### src/rtl/ddr_arb_pkg.sv
// Shared types and constants for the DDR read arbiter.
//   ddr_arb_state_e : arbiter FSM states
//   AXI_BURST_INCR  : AXI4 INCR burst encoding
//   AXI_RESP_OKAY   : AXI4 OKAY response encoding
//   axi_size()      : log2 of bytes per beat for a given data width
package ddr_arb_pkg;

    typedef enum logic [1:0] {
        IDLE,
        ADDR,
        DATA
    } ddr_arb_state_e;

    localparam logic [1:0] AXI_BURST_INCR = 2'b01;
    localparam logic [1:0] AXI_RESP_OKAY  = 2'b00;

    // Evaluated at elaboration for a constant width; widths are powers of two >= 8.
    function automatic logic [2:0] axi_size(input int unsigned data_w);
        int unsigned bytes;
        logic [2:0]  size;
        bytes = data_w / 8;
        size  = 3'd0;
        for (int i = 0; i < 8; i++) begin
            if ((32'd1 << i) == bytes) begin
                size = 3'(i);
            end
        end
        return size;
    endfunction

endpackage

### src/rtl/ddr_rd_arbiter_if.sv
// Bundle of all handshake/bus signals around the DDR read arbiter.
//   req0/req1 : burst request (valid/ready/addr/len) from each line fetcher
//   rd0/rd1   : returned beats (data/valid/last/ready) to each line fetcher
//   m_axi_*   : AXI4 AR and R channels towards DDR
//   err/err_src : sticky error flag and the requester that owned the failing burst
// Modport master is the arbiter's view; slave is the surrounding environment.
interface ddr_rd_arbiter_if #(
    parameter int unsigned ADDR_W = 32,
    parameter int unsigned DATA_W = 32,
    parameter int unsigned LEN_W  = 8
);
    logic              req0_valid;
    logic              req0_ready;
    logic [ADDR_W-1:0] req0_addr;
    logic [LEN_W-1:0]  req0_len;
    logic              req1_valid;
    logic              req1_ready;
    logic [ADDR_W-1:0] req1_addr;
    logic [LEN_W-1:0]  req1_len;

    logic [DATA_W-1:0] rd0_data;
    logic              rd0_valid;
    logic              rd0_last;
    logic              rd0_ready;
    logic [DATA_W-1:0] rd1_data;
    logic              rd1_valid;
    logic              rd1_last;
    logic              rd1_ready;

    logic [ADDR_W-1:0] m_axi_araddr;
    logic [LEN_W-1:0]  m_axi_arlen;
    logic [2:0]        m_axi_arsize;
    logic [1:0]        m_axi_arburst;
    logic              m_axi_arvalid;
    logic              m_axi_arready;
    logic [DATA_W-1:0] m_axi_rdata;
    logic [1:0]        m_axi_rresp;
    logic              m_axi_rlast;
    logic              m_axi_rvalid;
    logic              m_axi_rready;

    logic              err;
    logic              err_src;

    modport master (
        input  req0_valid, req0_addr, req0_len, req1_valid, req1_addr, req1_len,
        output req0_ready, req1_ready,
        output rd0_data, rd0_valid, rd0_last, rd1_data, rd1_valid, rd1_last,
        input  rd0_ready, rd1_ready,
        output m_axi_araddr, m_axi_arlen, m_axi_arsize, m_axi_arburst, m_axi_arvalid,
        input  m_axi_arready,
        input  m_axi_rdata, m_axi_rresp, m_axi_rlast, m_axi_rvalid,
        output m_axi_rready,
        output err, err_src
    );

    modport slave (
        output req0_valid, req0_addr, req0_len, req1_valid, req1_addr, req1_len,
        input  req0_ready, req1_ready,
        input  rd0_data, rd0_valid, rd0_last, rd1_data, rd1_valid, rd1_last,
        output rd0_ready, rd1_ready,
        input  m_axi_araddr, m_axi_arlen, m_axi_arsize, m_axi_arburst, m_axi_arvalid,
        output m_axi_arready,
        output m_axi_rdata, m_axi_rresp, m_axi_rlast, m_axi_rvalid,
        input  m_axi_rready,
        input  err, err_src
    );

endinterface

### src/rtl/ddr_rd_arbiter.sv
// Two-requester round-robin read arbiter sharing one AXI4 read channel.
//   aclk    : clock
//   aresetn : asynchronous active-low reset
//   bus     : ddr_rd_arbiter_if.master -- requests, returned beats, AXI AR/R, err/err_src
// One AR transaction in flight at a time; R beats are steered combinationally to the
// granted requester with no buffering.
module ddr_rd_arbiter
    import ddr_arb_pkg::*;
#(
    parameter int unsigned ADDR_W = 32,
    parameter int unsigned DATA_W = 32,
    parameter int unsigned LEN_W  = 8
) (
    input  logic             aclk,
    input  logic             aresetn,
    ddr_rd_arbiter_if.master bus
);

    ddr_arb_state_e    state_q, state_d;
    logic              grant_q, grant_d;
    logic              last_grant_q, last_grant_d;
    logic [ADDR_W-1:0] addr_q, addr_d;
    logic [LEN_W-1:0]  len_q, len_d;
    logic [LEN_W-1:0]  cnt_q, cnt_d;
    logic              err_q, err_d;
    logic              err_src_q, err_src_d;

    logic any_req;
    logic pick;
    logic cnt_zero;
    logic rready;
    logic beat_hs;
    logic beat_bad;

    assign any_req  = bus.req0_valid | bus.req1_valid;
    // Both pending: take the one that lost last time; otherwise take whichever is pending.
    assign pick     = (bus.req0_valid & bus.req1_valid) ? ~last_grant_q : bus.req1_valid;
    assign cnt_zero = (cnt_q == '0);

    always_comb begin
        state_d      = state_q;
        grant_d      = grant_q;
        last_grant_d = last_grant_q;
        addr_d       = addr_q;
        len_d        = len_q;
        cnt_d        = cnt_q;
        err_d        = err_q;
        err_src_d    = err_src_q;
        rready       = 1'b0;
        beat_hs      = 1'b0;
        beat_bad     = 1'b0;

        bus.req0_ready    = 1'b0;
        bus.req1_ready    = 1'b0;
        bus.rd0_data      = '0;
        bus.rd0_valid     = 1'b0;
        bus.rd0_last      = 1'b0;
        bus.rd1_data      = '0;
        bus.rd1_valid     = 1'b0;
        bus.rd1_last      = 1'b0;
        bus.m_axi_araddr  = addr_q;
        bus.m_axi_arlen   = len_q;
        bus.m_axi_arsize  = axi_size(DATA_W);
        bus.m_axi_arburst = AXI_BURST_INCR;
        bus.m_axi_arvalid = 1'b0;

        unique case (state_q)
            IDLE: begin
                if (any_req) begin
                    grant_d        = pick;
                    addr_d         = pick ? bus.req1_addr : bus.req0_addr;
                    len_d          = pick ? bus.req1_len : bus.req0_len;
                    bus.req0_ready = ~pick;
                    bus.req1_ready = pick;
                    state_d        = ADDR;
                end
            end
            ADDR: begin
                bus.m_axi_arvalid = 1'b1;
                if (bus.m_axi_arready) begin
                    cnt_d   = len_q;
                    state_d = DATA;
                end
            end
            DATA: begin
                rready = grant_q ? bus.rd1_ready : bus.rd0_ready;
                if (grant_q) begin
                    bus.rd1_valid = bus.m_axi_rvalid;
                    bus.rd1_data  = bus.m_axi_rdata;
                    bus.rd1_last  = cnt_zero;
                end else begin
                    bus.rd0_valid = bus.m_axi_rvalid;
                    bus.rd0_data  = bus.m_axi_rdata;
                    bus.rd0_last  = cnt_zero;
                end
                beat_hs = bus.m_axi_rvalid & rready;
                if (beat_hs) begin
                    // rlast is only checked; the local counter alone ends the burst.
                    beat_bad = (bus.m_axi_rresp != AXI_RESP_OKAY) |
                               (bus.m_axi_rlast != cnt_zero);
                    cnt_d    = cnt_q - 1'b1;
                    if (cnt_zero) begin
                        last_grant_d = grant_q;
                        state_d      = IDLE;
                    end
                end
            end
            default: state_d = IDLE;
        endcase

        if (beat_bad && !err_q) begin
            err_d     = 1'b1;
            err_src_d = grant_q;
        end
    end

    assign bus.m_axi_rready = rready;
    assign bus.err          = err_q;
    assign bus.err_src      = err_src_q;

    always_ff @(posedge aclk or negedge aresetn) begin
        if (!aresetn) begin
            state_q      <= IDLE;
            grant_q      <= 1'b0;
            last_grant_q <= 1'b1;
            addr_q       <= '0;
            len_q        <= '0;
            cnt_q        <= '0;
            err_q        <= 1'b0;
            err_src_q    <= 1'b0;
        end else begin
            state_q      <= state_d;
            grant_q      <= grant_d;
            last_grant_q <= last_grant_d;
            addr_q       <= addr_d;
            len_q        <= len_d;
            cnt_q        <= cnt_d;
            err_q        <= err_d;
            err_src_q    <= err_src_d;
        end
    end

endmodule
### src/flat_wrapper.sv
// flat-port wrapper written by rule: the top's interface ports become plain ports
module ddr_rd_arbiter_flat import ddr_arb_pkg::*;
#(
    parameter int unsigned ADDR_W = 32,
    parameter int unsigned DATA_W = 32,
    parameter int unsigned LEN_W  = 8
)
  (aclk, aresetn, bus_req0_valid, bus_req0_addr, bus_req0_len, bus_req1_valid, bus_req1_addr, bus_req1_len, bus_req0_ready, bus_req1_ready, bus_rd0_data, bus_rd0_valid, bus_rd0_last, bus_rd1_data, bus_rd1_valid, bus_rd1_last, bus_rd0_ready, bus_rd1_ready, bus_m_axi_araddr, bus_m_axi_arlen, bus_m_axi_arsize, bus_m_axi_arburst, bus_m_axi_arvalid, bus_m_axi_arready, bus_m_axi_rdata, bus_m_axi_rresp, bus_m_axi_rlast, bus_m_axi_rvalid, bus_m_axi_rready, bus_err, bus_err_src);
  ddr_rd_arbiter_if #(.ADDR_W(ADDR_W), .DATA_W(DATA_W), .LEN_W(LEN_W)) bus_i ();
  input  logic aclk;
  input  logic aresetn;
  input wire logic [$bits(bus_i.req0_valid)-1:0] bus_req0_valid;
  input wire logic [$bits(bus_i.req0_addr)-1:0] bus_req0_addr;
  input wire logic [$bits(bus_i.req0_len)-1:0] bus_req0_len;
  input wire logic [$bits(bus_i.req1_valid)-1:0] bus_req1_valid;
  input wire logic [$bits(bus_i.req1_addr)-1:0] bus_req1_addr;
  input wire logic [$bits(bus_i.req1_len)-1:0] bus_req1_len;
  output wire logic [$bits(bus_i.req0_ready)-1:0] bus_req0_ready;
  output wire logic [$bits(bus_i.req1_ready)-1:0] bus_req1_ready;
  output wire logic [$bits(bus_i.rd0_data)-1:0] bus_rd0_data;
  output wire logic [$bits(bus_i.rd0_valid)-1:0] bus_rd0_valid;
  output wire logic [$bits(bus_i.rd0_last)-1:0] bus_rd0_last;
  output wire logic [$bits(bus_i.rd1_data)-1:0] bus_rd1_data;
  output wire logic [$bits(bus_i.rd1_valid)-1:0] bus_rd1_valid;
  output wire logic [$bits(bus_i.rd1_last)-1:0] bus_rd1_last;
  input wire logic [$bits(bus_i.rd0_ready)-1:0] bus_rd0_ready;
  input wire logic [$bits(bus_i.rd1_ready)-1:0] bus_rd1_ready;
  output wire logic [$bits(bus_i.m_axi_araddr)-1:0] bus_m_axi_araddr;
  output wire logic [$bits(bus_i.m_axi_arlen)-1:0] bus_m_axi_arlen;
  output wire logic [$bits(bus_i.m_axi_arsize)-1:0] bus_m_axi_arsize;
  output wire logic [$bits(bus_i.m_axi_arburst)-1:0] bus_m_axi_arburst;
  output wire logic [$bits(bus_i.m_axi_arvalid)-1:0] bus_m_axi_arvalid;
  input wire logic [$bits(bus_i.m_axi_arready)-1:0] bus_m_axi_arready;
  input wire logic [$bits(bus_i.m_axi_rdata)-1:0] bus_m_axi_rdata;
  input wire logic [$bits(bus_i.m_axi_rresp)-1:0] bus_m_axi_rresp;
  input wire logic [$bits(bus_i.m_axi_rlast)-1:0] bus_m_axi_rlast;
  input wire logic [$bits(bus_i.m_axi_rvalid)-1:0] bus_m_axi_rvalid;
  output wire logic [$bits(bus_i.m_axi_rready)-1:0] bus_m_axi_rready;
  output wire logic [$bits(bus_i.err)-1:0] bus_err;
  output wire logic [$bits(bus_i.err_src)-1:0] bus_err_src;
  assign bus_i.req0_valid = bus_req0_valid;
  assign bus_i.req0_addr = bus_req0_addr;
  assign bus_i.req0_len = bus_req0_len;
  assign bus_i.req1_valid = bus_req1_valid;
  assign bus_i.req1_addr = bus_req1_addr;
  assign bus_i.req1_len = bus_req1_len;
  assign bus_req0_ready = bus_i.req0_ready;
  assign bus_req1_ready = bus_i.req1_ready;
  assign bus_rd0_data = bus_i.rd0_data;
  assign bus_rd0_valid = bus_i.rd0_valid;
  assign bus_rd0_last = bus_i.rd0_last;
  assign bus_rd1_data = bus_i.rd1_data;
  assign bus_rd1_valid = bus_i.rd1_valid;
  assign bus_rd1_last = bus_i.rd1_last;
  assign bus_i.rd0_ready = bus_rd0_ready;
  assign bus_i.rd1_ready = bus_rd1_ready;
  assign bus_m_axi_araddr = bus_i.m_axi_araddr;
  assign bus_m_axi_arlen = bus_i.m_axi_arlen;
  assign bus_m_axi_arsize = bus_i.m_axi_arsize;
  assign bus_m_axi_arburst = bus_i.m_axi_arburst;
  assign bus_m_axi_arvalid = bus_i.m_axi_arvalid;
  assign bus_i.m_axi_arready = bus_m_axi_arready;
  assign bus_i.m_axi_rdata = bus_m_axi_rdata;
  assign bus_i.m_axi_rresp = bus_m_axi_rresp;
  assign bus_i.m_axi_rlast = bus_m_axi_rlast;
  assign bus_i.m_axi_rvalid = bus_m_axi_rvalid;
  assign bus_m_axi_rready = bus_i.m_axi_rready;
  assign bus_err = bus_i.err;
  assign bus_err_src = bus_i.err_src;
  ddr_rd_arbiter #(.ADDR_W(ADDR_W), .DATA_W(DATA_W), .LEN_W(LEN_W)) u_core (.aclk(aclk), .aresetn(aresetn), .bus(bus_i));
endmodule
### config.mk
export PLATFORM = sky130hd
export DESIGN_NAME = ddr_rd_arbiter_flat
export DESIGN_NICKNAME = d
export VERILOG_FILES = /design/src/rtl/ddr_arb_pkg.sv /design/src/rtl/ddr_rd_arbiter_if.sv /design/src/rtl/ddr_rd_arbiter.sv /design/src/flat_wrapper.sv
export SDC_FILE = /design/constraint.sdc
export NUM_CORES = 1
export LEC_CHECK = 0
export BUFFER_PORTS_ARGS = -buffer_cell sky130_fd_sc_hd__clkbuf_2
export CORE_ASPECT_RATIO = 2
export CORE_MARGIN = 4
export CORE_UTILIZATION = 36
export CTS_CLUSTER_DIAMETER = 80
export DETAILED_ROUTE_END_ITERATION = 7
export PLACE_DENSITY = 0.77
export SLEW_MARGIN = 25
export SYNTH_ARGS = -nofsm -noshare
export SYNTH_HDL_FRONTEND = slang
export SYNTH_SLANG_ARGS = --single-unit
### constraint.sdc
create_clock -name aclk -period 1.5 [get_ports aclk]
set_input_delay 0.3 -clock aclk [delete_from_list [all_inputs] [get_ports aclk]]
set_output_delay 0.3 -clock aclk [all_outputs]
set_load 0.05 [all_outputs]
Word-level counts from Yosys, hierarchy flattened

Index checks and enable logic that the tools add are counted.

$add $sub $neg: 1
Equal/unequal tests: 7
Multiplexer cells: 32
Bitwise operators: 6
Reduce and logical (&&, ||, !) cells: 10

Operators by type and width:

| cell                | number |
|---|---|
| $mux 32             | 5 |
| $mux 8              | 3 |
| $mux 1              | 18 |
| $pmux 8 s2          | 1 |
| $logic_not 8->1     | 1 |
| $mux 2              | 4 |
| $sub 8x1->8 const B | 1 |
| $ne 2x1->1 const B  | 3 |
| $pmux 2 s3          | 1 |
| $reduce_and 3->1    | 2 |
| $reduce_and 4->1    | 1 |
| $reduce_bool 2->1   | 2 |
| $and 1x1->1         | 2 |
| $eq 2x1->1 const B  | 1 |
| $eq 2x2->1 const B  | 1 |
| $logic_not 2->1     | 1 |
| $ne 2x2->1 const B  | 1 |
| $not 1->1           | 2 |
| $or 1x1->1          | 2 |
| $reduce_and 2->1    | 1 |
| $logic_and 1x1->1   | 1 |
| $logic_not 1->1     | 1 |
| $ne 1x1->1          | 1 |

Flip-flop bits (word level): 54
Output and inout bits: 119

Longest topological paths before layout

Gate-level depths: netlist of the first run.

Word-level depth: 6
Gate-level depth with buffers: 7
Mapped depth without buffers: 6

Worst setup path before layout of the first run

No wires, ideal clock.

Kind: register to output
Start point: reg u_core.cnt_q[0]
End point: out bus_rd0_last
Arrival time: 2.076 ns
Data required time: 1.200 ns
Setup slack: -0.876 ns
Cell stages (with the launch flop): 6
Path buffers: 0
Cell sequence: dfrtp_1 inv_1 ha_1 nor4b_2 nand2_1 nor3_1

Word-level cells in the longest chain between the ends: 3

RTL lines:

| element                | RTL line              | RTL |
|---|---|---|
| from (decl)            | ddr_rd_arbiter.sv:24  | `logic [LEN_W-1:0] cnt_q, cnt_d;` |
| from (signal assigned) | ddr_rd_arbiter.sv:137 | `cnt_q <= cnt_d;` |
| $logic_not 8->1        | ddr_rd_arbiter.sv:38  | `assign cnt_zero = (cnt_q == '0);` |
| $mux 1                 | ddr_rd_arbiter.sv:87  | `if (grant_q) begin` |
| $mux 1                 | ddr_rd_arbiter.sv:67  | `unique case (state_q)` |
| to (decl)              | flat_wrapper.sv:22    | `output wire logic [$bits(bus_i.rd0_last)-1:0] bus_rd0_last;` |

No other way between the ends.

Worst setup path after layout of the first run

Start point: reg u_core.cnt_q[1]
End point: out bus_rd0_last

The elaborated chain is that of the path after synthesis.

==> impl_metrics.env, run 1 <==
export IMPL_cts_buffer_depth=2
export IMPL_intPower_mw=8.16
export IMPL_cts_buffers=5
export IMPL_worstSetupEndpointType="output port"
export IMPL_power_share_switching_pct=49.8
export IMPL_coreArea_um2=8290
export IMPL_leakage_nw=3.52
export IMPL_fmax_mhz=483
export IMPL_grt_pass1_vias=4578
export IMPL_synth_largest_area_cell="dfrtp_1"
export IMPL_ys_top_cells_by_area="dfrtp_1 43%, nand2_1 11%, a22oi_1 9.8%"
export IMPL_ios=242
export IMPL_crit_slowest_cell="dfrtp_1"
export IMPL_syn_area_per_cell_um2=8.52
export IMPL_die_w_um=73.4
export IMPL_async_flop_share_pct=100
export IMPL_pre_cts_slack_ns=-0.186
export IMPL_place_area_um2=5300
export IMPL_drt_iter0_markers=176
export IMPL_fin_skew_ns=0.00467
export IMPL_worstPathMaxFanout=3
export IMPL_grtUsageTotal_pct=32.4
export IMPL_hp_class="in2reg"
export IMPL_rrSetupSlack_ns=-0.49
export IMPL_critPathMaxStageDelay_ns=0.42
export IMPL_synthFlopType="dfrtp_1"
export IMPL_cts_clk_slew_worst_paths_ns=0.07
export IMPL_violations="negative setup slack"
export IMPL_postSynthCellCount=361
export IMPL_drc=0
export IMPL_ys_seq_area_share_pct=44.0
export IMPL_p_seq_share_pct=17.8
export IMPL_die_h_um=139
export IMPL_hold_viol_final=0
export IMPL_synth_edf_count=0
export IMPL_cp_cell_sequence="inv_2, ha_4, nor4b_4, nand2_2, nor3_4, buf_12"
export IMPL_final_area_um2=7440
export IMPL_wl_mm=18.3
export IMPL_io_buffer_count=236
export IMPL_yosys_warnings=0
export IMPL_setup_tns_ns=-40.15
export IMPL_clock_sinks=54
export IMPL_rsz0062_at_grt="true"
export IMPL_p_comb_share_pct=74.0
export IMPL_whs_ns=0.188
export IMPL_overflow=0
export IMPL_drtPass1Iterations=5
export IMPL_grt_pass1_wl_mm=25.3
export IMPL_p_sw_mw=8.08
export IMPL_dieArea_um2=10200
export IMPL_final_cell_mix="164 x clkbuf_2, 83 x nand2_1, 51 x dfrtp_1"
export IMPL_gp_congestion=0.847
export IMPL_setup_viol_count_final=125
export IMPL_syn_area_um2=3080
export IMPL_cp_arrival_ns=1.77
export IMPL_use_met2_pct=59.0
export IMPL_root_buffer="clkbuf_16"
export IMPL_clkLatencyLatePin_ns=0.30
export IMPL_nNetsFinal=784
export IMPL_yosys_area_top_type_share_pct=43.1
export IMPL_grt_use_met3_pct=6.75
export IMPL_p_clk_share_pct=8.2
export IMPL_viasPerCell=5.65
export IMPL_hpwlAfterDp_mm=9.32
export IMPL_ys_seq_elements=54
export IMPL_final_common_cell="clkbuf_2"
export IMPL_p_per_area_nw_per_um2=2180
export IMPL_drtAntennaViolNets=0
export IMPL_cts_tree="yes"
export IMPL_start_util_pct=37.1
export IMPL_h_tree_depth=2
export IMPL_ys_types=45
export IMPL_cap_viol_max_count=0
export IMPL_layout_setup_ws_ns=-0.570
export IMPL_wl_per_cell_um=24.1
export IMPL_final_max_slew_viol_count=0
export IMPL_final_util_pct=89.7
export IMPL_diodes=0
export IMPL_timing_critical_path_from_type="register"
export IMPL_drive_above_1_share_pct=72.4
export IMPL_criticalPathCategory="reg2out"
export IMPL_syn_to_final_growth_pct=142
export IMPL_antenna_found_initial=0
export IMPL_min_period_ns=2.07
export IMPL_fillers=323
export IMPL_gr_usage_met1_pct=33.6
export IMPL_grt_max_degree=39
export IMPL_busiest_layer="met2"
export IMPL_row_count=47
export IMPL_cp_required_ns=1.20
export IMPL_timing_final_crit_share_pct=138
export IMPL_irDropWorstVdd_uv=1920
export IMPL_dr_total_vias=4280
export IMPL_status="complete, but fails checks"
metrics by stage:
stage / instances / total power, mW
5_1_grt: 758 / 16.8
4_1_cts: 756 / 15.5
3_5_place_dp: 706 / 11.1
2_1_floorplan: 364 / 8.57
6_report: 758 / 16.2
3_3_place_gp: 706 / 10.9
critical path, delay by kind of cell, from the launching register on:
family,cells,cell delay (ns)
fa+ha+maj,1,0.13
buf+inv,2,0.26
flops,1,0.42
simple gates,3,0.67
power by group through the flow:
stage / clock network (mW) / registers (mW) / logic, mW
after CTS: 1.34 / 2.82 / 11.3
after floorplan: 0 / 4.67 / 3.90
final: 1.33 / 2.89 / 12.0
after detailed placement: 0 / 2.76 / 8.37
after global placement: 0 / 2.74 / 8.20
after global routing: 1.39 / 2.96 / 12.4
synth_stat cells (2+ instances only):
cell and instances:
nand2_1 87, dfrtp_1 53, a22oi_1 40, and3_1 34, and2_1 33, clkbuf_1 19, nor2_1 14, buf_2 9
o21ai_1 9, buf_4 5, a21oi_1 4, nand3_1 4, nor3_1 4, inv_1 3, o21a_1 3, or3_1 3
a21o_1 2, conb_1 2, ha_1 2, mux2i_1 2, nand2b_1 2, nand3b_1 2, nand4_1 2, nor3b_1 2
sequential cells by signal (all words and copies together) (netlist names):
name and flops:
u_core.grant_q 1, u_core.cnt_q 8, u_core.bus.m_axi_arlen 8, u_core.last_grant_q 1
u_core.bus.err 1, u_core.bus.m_axi_araddr 32, u_core.bus.err_src 1, u_core.state_q 2
cell families after synthesis:
family	after synthesis	share of synthesized area [%]
simple gates	192	31.5
fa+ha+maj	2	0.814
mux	4	1.38
flops	54	44.0
other cells	2	0.244
compound gates	71	16.7
buf+inv	36	5.37
routing by layer:
layer  vias up  part of all wire [%]
met5         -                     0
met1      2043                    31
met2       311                    53
met3        79                   9.4
li1       1847                     -
met4         0                   5.9
final cells by class:
| class | instances | area (µm²) | share of cell area [%] |
|---|---|---|---|
| sequential | 54 | 1360 | 18.2 |
| timing repair buffer | 321 | 3520 | 47.4 |
| clock inverter | 2 | 37.5 | 0.505 |
| inverter | 3 | 11.3 | 0.151 |
| multi-input combinational | 274 | 2260 | 30.4 |
| clock buffer | 6 | 129 | 1.73 |
| tap | 98 | 123 | 1.65 |
worst paths after layout:
check,start,endpoint,depth (start not counted)
min in group asynchronous,aresetn,u_core.bus.m_axi_araddr[8]$_DFFE_PN0P_,2
worst max-delay path,u_core.cnt_q[1]$_DFFE_PN0P_,bus_rd0_last,6
worst min-delay path,bus_req1_len[3],u_core.bus.m_axi_arlen[3]$_DFFE_PN0P_,3
max in group asynchronous,aresetn,u_core.last_grant_q$_DFFE_PN1P_,3
worst max register to register,u_core.cnt_q[1]$_DFFE_PN0P_,u_core.last_grant_q$_DFFE_PN1P_,9
worst min register to register,u_core.bus.m_axi_araddr[1]$_DFFE_PN0P_,u_core.bus.m_axi_araddr[1]$_DFFE_PN0P_,2
what timing repair did:
item / 4_1_cts / 5_1_grt
cloned: 13 / 4
endpoints found under the setup margin: 120 / 126
pin swaps: 70 / 58
hold buffers: 1 / 0
buffers inserted: 28 / 14
endpoints found under the hold margin: 6 / 0
resized for setup: 236 / 58
Power figures use the tool's default switching activity.
==> inputs of run 2 (changes only) <==
--- a/config.mk
+++ b/config.mk
@@ -6,7 +6,7 @@
 export NUM_CORES = 1
 export LEC_CHECK = 0
+export ABC_AREA = 1
 export BUFFER_PORTS_ARGS = -buffer_cell sky130_fd_sc_hd__clkbuf_2
 export CORE_ASPECT_RATIO = 2
-export CORE_MARGIN = 4
 export CORE_UTILIZATION = 36
 export CTS_CLUSTER_DIAMETER = 80
==> constraint.sdc (replaced) <==
create_clock -name aclk -period 1.5 [get_ports aclk]
set_input_delay 0.3 -clock aclk [delete_from_list [all_inputs] [get_ports aclk]]
set_output_delay 0.3 -clock aclk [all_outputs]
set_load 0.02 [all_outputs]
==> impl_metrics.env, run 2 <==
export IMPL_status="complete, but fails checks"
export IMPL_violations="negative hold slack, negative setup slack"
export IMPL_cap_viol_max_count=0
export IMPL_r2r_end="u_core.cnt_q[3]$_DFFE_PN0P_"
export IMPL_hold_viol_final=18
export IMPL_regArea_um2=1350
export IMPL_setup_viol_count_final=77
export IMPL_wl_per_cell_um=15.3
export IMPL_synthFlopType="dfrtp_1"
export IMPL_drt_iter0_markers=300
export IMPL_grt_pass1_vias=3797
export IMPL_regToRegStartpoint="u_core.state_q[1]$_DFFE_PN0P_"
export IMPL_clkLatencyLatePin_ns=0.30
export IMPL_drc=0
export IMPL_drtPass1Iterations=5
export IMPL_multi_input_area_um2=1670
export IMPL_min_period_ns=1.80
export IMPL_antenna_found_initial=0
export IMPL_cts_hold_buf=0
export IMPL_timing_final_crit_share_pct=120
export IMPL_p_seq_share_pct=26.2
export IMPL_grtUsageTotal_pct=25.2
export IMPL_synth_common_cells="158 x nand2_1, 87 x nor2_1, 53 x dfrtp_1"
export IMPL_cp_arrival_ns=1.50
export IMPL_final_util_pct=66.9
export IMPL_grt_pass1_wl_mm=17.1
export IMPL_grt_max_degree=55
export IMPL_worstPathMaxFanout=34
export IMPL_ios=242
export IMPL_drive_above_1_share_pct=50.1
export IMPL_syn_to_final_growth_pct=80.6
export IMPL_intPower_mw=5.35
export IMPL_synth_most_common_cell="nand2_1"
export IMPL_wl_mm=12.5
export IMPL_drtAntennaViolNets=0
export IMPL_dr_total_vias=4135
export IMPL_fillers=642
export IMPL_cts_buffer_depth=2
export IMPL_syn_area_per_cell_um2=6.68
export IMPL_final_cell_mix="164 x clkbuf_2, 147 x nand2_1, 59 x buf_4"
export IMPL_final_common_cell="clkbuf_2"
export IMPL_p_comb_share_pct=61.9
export IMPL_overflow=0
export IMPL_largest_reg_flops=32
export IMPL_fin_skew_ns=0.00853
export IMPL_rsz0062_at_grt="true"
export IMPL_gp_congestion=0.875
export IMPL_ys_types=26
export IMPL_hpwlAfterDp_mm=7.90
export IMPL_fmax_mhz=557
export IMPL_ys_top_cells_by_area="dfrtp_1 43%, nand2_1 19%, nor2_1 11%"
export IMPL_power_share_switching_pct=46.4
export IMPL_cts_buffers=5
export IMPL_nNetsFinal=847
export IMPL_viasPerCell=5.04
export IMPL_leakage_nw=3.09
export IMPL_row_count=47
export IMPL_syn_area_um2=3070
export IMPL_cts_clk_slew_worst_paths_ns=0.07
export IMPL_p_per_area_nw_per_um2=1800
export IMPL_ys_seq_area_share_pct=44.0
export IMPL_criticalPathCategory="reg2out"
export IMPL_final_max_slew_viol_count=0
export IMPL_rrSetupSlack_ns=-0.09
export IMPL_irDropWorstVdd_uv=1350
export IMPL_dieArea_um2=8930
export IMPL_p_sw_mw=4.64
export IMPL_async_flop_share_pct=100
export IMPL_timing_critical_path_from_type="register"
export IMPL_synth_largest_area_cell="dfrtp_1"
export IMPL_die_h_um=133
export IMPL_h_tree_depth=2
export IMPL_clock_sinks=54
export IMPL_cp_required_ns=1.20
export IMPL_power_mw=9.99
export IMPL_postSynthCellCount=460
export IMPL_cts_tree="yes"
export IMPL_hp_class="in2async"
export IMPL_layout_setup_ws_ns=-0.296
export IMPL_root_buffer="clkbuf_16"
export IMPL_io_buffer_count=236
export IMPL_ys_seq_elements=54
export IMPL_whs_ns=-0.0205
export IMPL_start_util_pct=37.0
export IMPL_rr_worst_depth=10
export IMPL_synth_edf_count=0
export IMPL_p_clk_share_pct=11.9
export IMPL_coreArea_um2=8290
export IMPL_worstSetupEndpointType="output port"
export IMPL_yosys_warnings=0
export IMPL_diodes=0
export IMPL_die_w_um=67.3
export IMPL_yosys_area_top_type_share_pct=43.2
-- run 2: cell types whose count changed after synthesis, moves of 5 or more --
cell	delta
inv_1	+46
o21ai_1	-7
clkbuf_1	-13
a22oi_1	-40
and3_1	-34
and2_1	-33
nand2_1	+71
inv_2	+5
nor2_1	+73
nand3_1	+42
o21ai_0	+15
-- run 2: worst max path at each step --
stage	from	to	slack, ns	depth (start not counted)
finish	u_core.grant_q$_DFFE_PN0P_	bus_rd0_valid	-0.30	5
floorplan	u_core.state_q[0]$_DFFE_PN0P_	bus_rd0_data[10]	-0.02	4
detailed placement	u_core.state_q[0]$_DFFE_PN0P_	u_core.bus.m_axi_araddr[11]$_DFFE_PN0P_	0.03	8
CTS	u_core.state_q[1]$_DFFE_PN0P_	bus_rd0_data[10]	-0.21	6
global route	u_core.state_q[0]$_DFFE_PN0P_	bus_rd1_data[3]	-0.34	5
global placement	u_core.cnt_q[0]$_DFFE_PN0P_	bus_rd1_last	0.06	7
-- run 2: power groups by stage --
stage | clock network, mW | logic [mW] | registers (mW)
6_report | 1.19 | 6.18 | 2.61
5_1_grt | 1.27 | 6.66 | 2.70
3_3_place_gp | 0 | 4.59 | 2.57
2_1_floorplan | 0 | 2.32 | 3.17
4_1_cts | 1.23 | 5.38 | 2.59
3_5_place_dp | 0 | 4.70 | 2.58
-- run 2: cells by family after synthesis --
family	count (synthesis)	synth area share, %
AND/OR/NAND/NOR	297	39.0
other	2	0.244
adder cells (fa/ha/maj)	2	0.815
AO/OA/AOI/OAI	26	4.56
buffers and inverters	79	11.4
flip-flops	54	44.0
-- run 2: critical path, stage by stage, from the launching register on --
cell	delay [ns]
dfrtp_2	0.46
inv_2	0.15
nand2_2	0.10
buf_12	0.18
nor2_2	0.16
buf_6	0.14
-- run 2: per-layer routing --
metal | wire (µm) | track usage (%) | vias up
met4 | 572 | 14.2 | 0
li1 | - | - | 1908
met1 | 4070 | 24.1 | 1915
met5 | 0 | 0 | -
met3 | 925 | 4.48 | 47
met2 | 6970 | 47.1 | 265
-- run 2: what timing repair did --
action / 4_1_cts / 5_1_grt
gates resized for setup: 139 / 159
pin swaps: 12 / 10
cloned: 2 / 3
setup buffers: 13 / 6
setup endpoints to repair: 71 / 123
-- run 2: per-stage QoR --
stage / hold slack, ns / cell area (µm²) / setup slack, ns / instances / setup TNS [ns]
final: -0.0205 / 5550 / -0.296 / 821 / -16.03
after global routing: 0.0161 / 5550 / -0.343 / 821 / -19.67
after CTS: 0.00244 / 5120 / -0.214 / 814 / -13.57
after detailed placement: 0.327 / 4430 / 0.0339 / 791 / 0
after global placement: 0.319 / 4430 / 0.0621 / 791 / 0
after floorplan: 0.00441 / 3080 / -0.0239 / 463 / -1.43
-- run 2: layout make-up --
class | instances | area share, %
clock buffers | 6 | 2.50
repair buffers | 277 | 36.8
well taps | 98 | 2.21
multi-input cells | 330 | 30.1
flip-flops and latches | 54 | 24.4
clock inverters | 2 | 0.226
inverters | 54 | 3.70
==> inputs of run 3 (changes only) <==
==> constraint.sdc (replaced) <==
create_clock -name aclk -period 1.5 [get_ports aclk]
set_input_delay 0.075 -clock aclk [delete_from_list [all_inputs] [get_ports aclk]]
set_output_delay 0.075 -clock aclk [all_outputs]
set_load 0.02 [all_outputs]
==> impl_metrics.env, run 3 (synthesis results as in run 2) <==
export IMPL_status="complete, but fails checks"
export IMPL_violations="negative hold slack, negative setup slack"
export IMPL_pre_cts_slack_ns=0.128
export IMPL_drt_iter0_markers=139
export IMPL_final_common_cell="clkbuf_2"
export IMPL_min_period_ns=1.54
export IMPL_cts_clk_slew_worst_paths_ns=0.07
export IMPL_rr_worst_depth=9
export IMPL_fmax_mhz=649
export IMPL_root_buffer="clkbuf_16"
export IMPL_nNetsFinal=876
export IMPL_cp_arrival_ns=1.47
export IMPL_fin_skew_ns=0.00407
export IMPL_h_tree_depth=2
export IMPL_regArea_um2=1350
export IMPL_timing_critical_path_depth=5
export IMPL_io_buffer_count=236
export IMPL_criticalPathCategory="reg2out"
export IMPL_clock_sinks=54
export IMPL_cts_buffers=5
export IMPL_dr_total_vias=4102
export IMPL_rsz0062_at_grt="true"
export IMPL_die_h_um=133
export IMPL_grtUsageTotal_pct=25.8
export IMPL_drive_above_1_share_pct=40.3
export IMPL_leakage_nw=3.16
export IMPL_fillers=698
export IMPL_cp_endpoint="bus_rd1_valid"
export IMPL_worstSetupEndpointType="output port"
export IMPL_hpwlAfterDp_mm=7.76
export IMPL_cap_viol_max_count=0
export IMPL_crit_start="u_core.state_q[0]$_DFFE_PN0P_"
export IMPL_p_per_area_nw_per_um2=1700
export IMPL_hold_viol_final=1
export IMPL_cts_tree="yes"
export IMPL_tightest_slew_ns=0.506
export IMPL_final_max_slew_viol_count=0
export IMPL_hp_class="in2reg"
export IMPL_crit_slowest_cell="dfrtp_1"
export IMPL_diodes=0
export IMPL_grt_pass1_vias=3864
export IMPL_gp_congestion=0.874
export IMPL_irDropWorstVdd_uv=1250
export IMPL_cp_cell_sequence="nor2_4, nand2_2, buf_12, nor2_1, buf_4"
export IMPL_wl_per_cell_um=14.2
export IMPL_grt_max_degree=41
export IMPL_drtPass1Iterations=4
export IMPL_wl_mm=12.1
export IMPL_r2r_end="u_core.bus.m_axi_araddr[27]$_DFFE_PN0P_"
export IMPL_critPathMaxStageDelay_ns=0.42
export IMPL_setup_viol_count_final=14
export IMPL_viasPerCell=4.83
export IMPL_grt_pass1_wl_mm=17.3
export IMPL_timing_critical_path_from_type="register"
export IMPL_overflow=0
export IMPL_syn_to_final_growth_pct=79.2
export IMPL_drc=0
export IMPL_power_mw=9.36
export IMPL_final_cell_mix="166 x clkbuf_2, 149 x nand2_1, 77 x nor2_1, 77 x buf_4, 53 x dfrtp_1"
export IMPL_drtAntennaViolNets=0
export IMPL_rrSetupSlack_ns=0.07
export IMPL_cp_required_ns=1.42
export IMPL_multi_input_area_um2=1460
export IMPL_crit_buf_inv=2
export IMPL_start_util_pct=37.0
export IMPL_largest_reg_flops=32
export IMPL_row_count=47
export IMPL_slew_headroom_pct=66.3
export IMPL_setup_tns_ns=-0.188
export IMPL_regToRegStartpoint="u_core.state_q[0]$_DFFE_PN0P_"
export IMPL_timing_final_crit_share_pct=103
export IMPL_worstPathMaxFanout=34
export IMPL_cts_buffer_depth=2
export IMPL_layout_setup_ws_ns=-0.0408
export IMPL_clkLatencyLatePin_ns=0.29
export IMPL_die_w_um=67.3
export IMPL_coreArea_um2=8290
export IMPL_ios=242
export IMPL_dieArea_um2=8930
export IMPL_antenna_found_initial=0
export IMPL_cpLargestDelayFamily="flip-flops"
export IMPL_whs_ns=-0.000562
==> run 3: per-stage QoR <==
stage               cells  util (%)  instance area [µm²]
finish                850      66.4                 5500
detailed placement    780      52.5                 4350
global route          850      66.4                 5500
global placement      780      52.5                 4350
floorplan             463         -                 3080
CTS                   842      63.2                 5240
==> run 3: what timing repair did <==
action | in CTS | in global routing
hold buffers | 41 | 2
hold endpoints to repair | 46 | 2
pin swaps | 3 | 5
setup endpoints to repair | 71 | 105
resized for setup | 41 | 145
cloned | 4 | 0
buffers inserted | 9 | 6
==> run 3: worst min-delay path by stage <==
stage / from / end / slack [ns] / cells after the start
floorplan: aresetn / u_core.bus.err$_DFFE_PN0P_ / -0.22 / 0
global placement: aresetn / u_core.cnt_q[7]$_DFFE_PN0P_ / 0.06 / 1
detailed placement: aresetn / u_core.cnt_q[7]$_DFFE_PN0P_ / 0.07 / 1
CTS: bus_req0_addr[17] / u_core.bus.m_axi_araddr[17]$_DFFE_PN0P_ / 0.00007 / 3
global route: bus_req1_len[4] / u_core.bus.m_axi_arlen[4]$_DFFE_PN0P_ / 0.01 / 3
finish: bus_req0_addr[17] / u_core.bus.m_axi_araddr[17]$_DFFE_PN0P_ / -0.0006 / 3
==> run 3: power breakdown <==
part           leakage (nW)  internal, mW  switching [mW]  total [mW]
clock network        0.0781         0.790           0.507        1.30
registers             0.663          2.13           0.475        2.61
logic                  2.42          2.19            3.27        5.46
==> run 3: final cells by class <==
class / instances / share of cell area, %
clock buffers: 7 / 2.41
clock inverters: 1 / 0.546
inverters: 54 / 3.68
multi-input cells: 330 / 26.6
flip-flops and latches: 54 / 24.6
well taps: 98 / 2.23
repair buffers: 306 / 40.0
==> run 3: worst min-delay path: cells and delay by family <==
kind	cells	cell delay, ns
buffers and inverters	1	0.08
AND/OR/NAND/NOR	2	0.10
==> run 3: layer usage <==
layer | GRT usage [%] | wire [µm]
met3 | 3.88 | 847
met2 | 50.8 | 6810
met4 | 12.1 | 427
met1 | 23.7 | 3990
met5 | 0 | 0
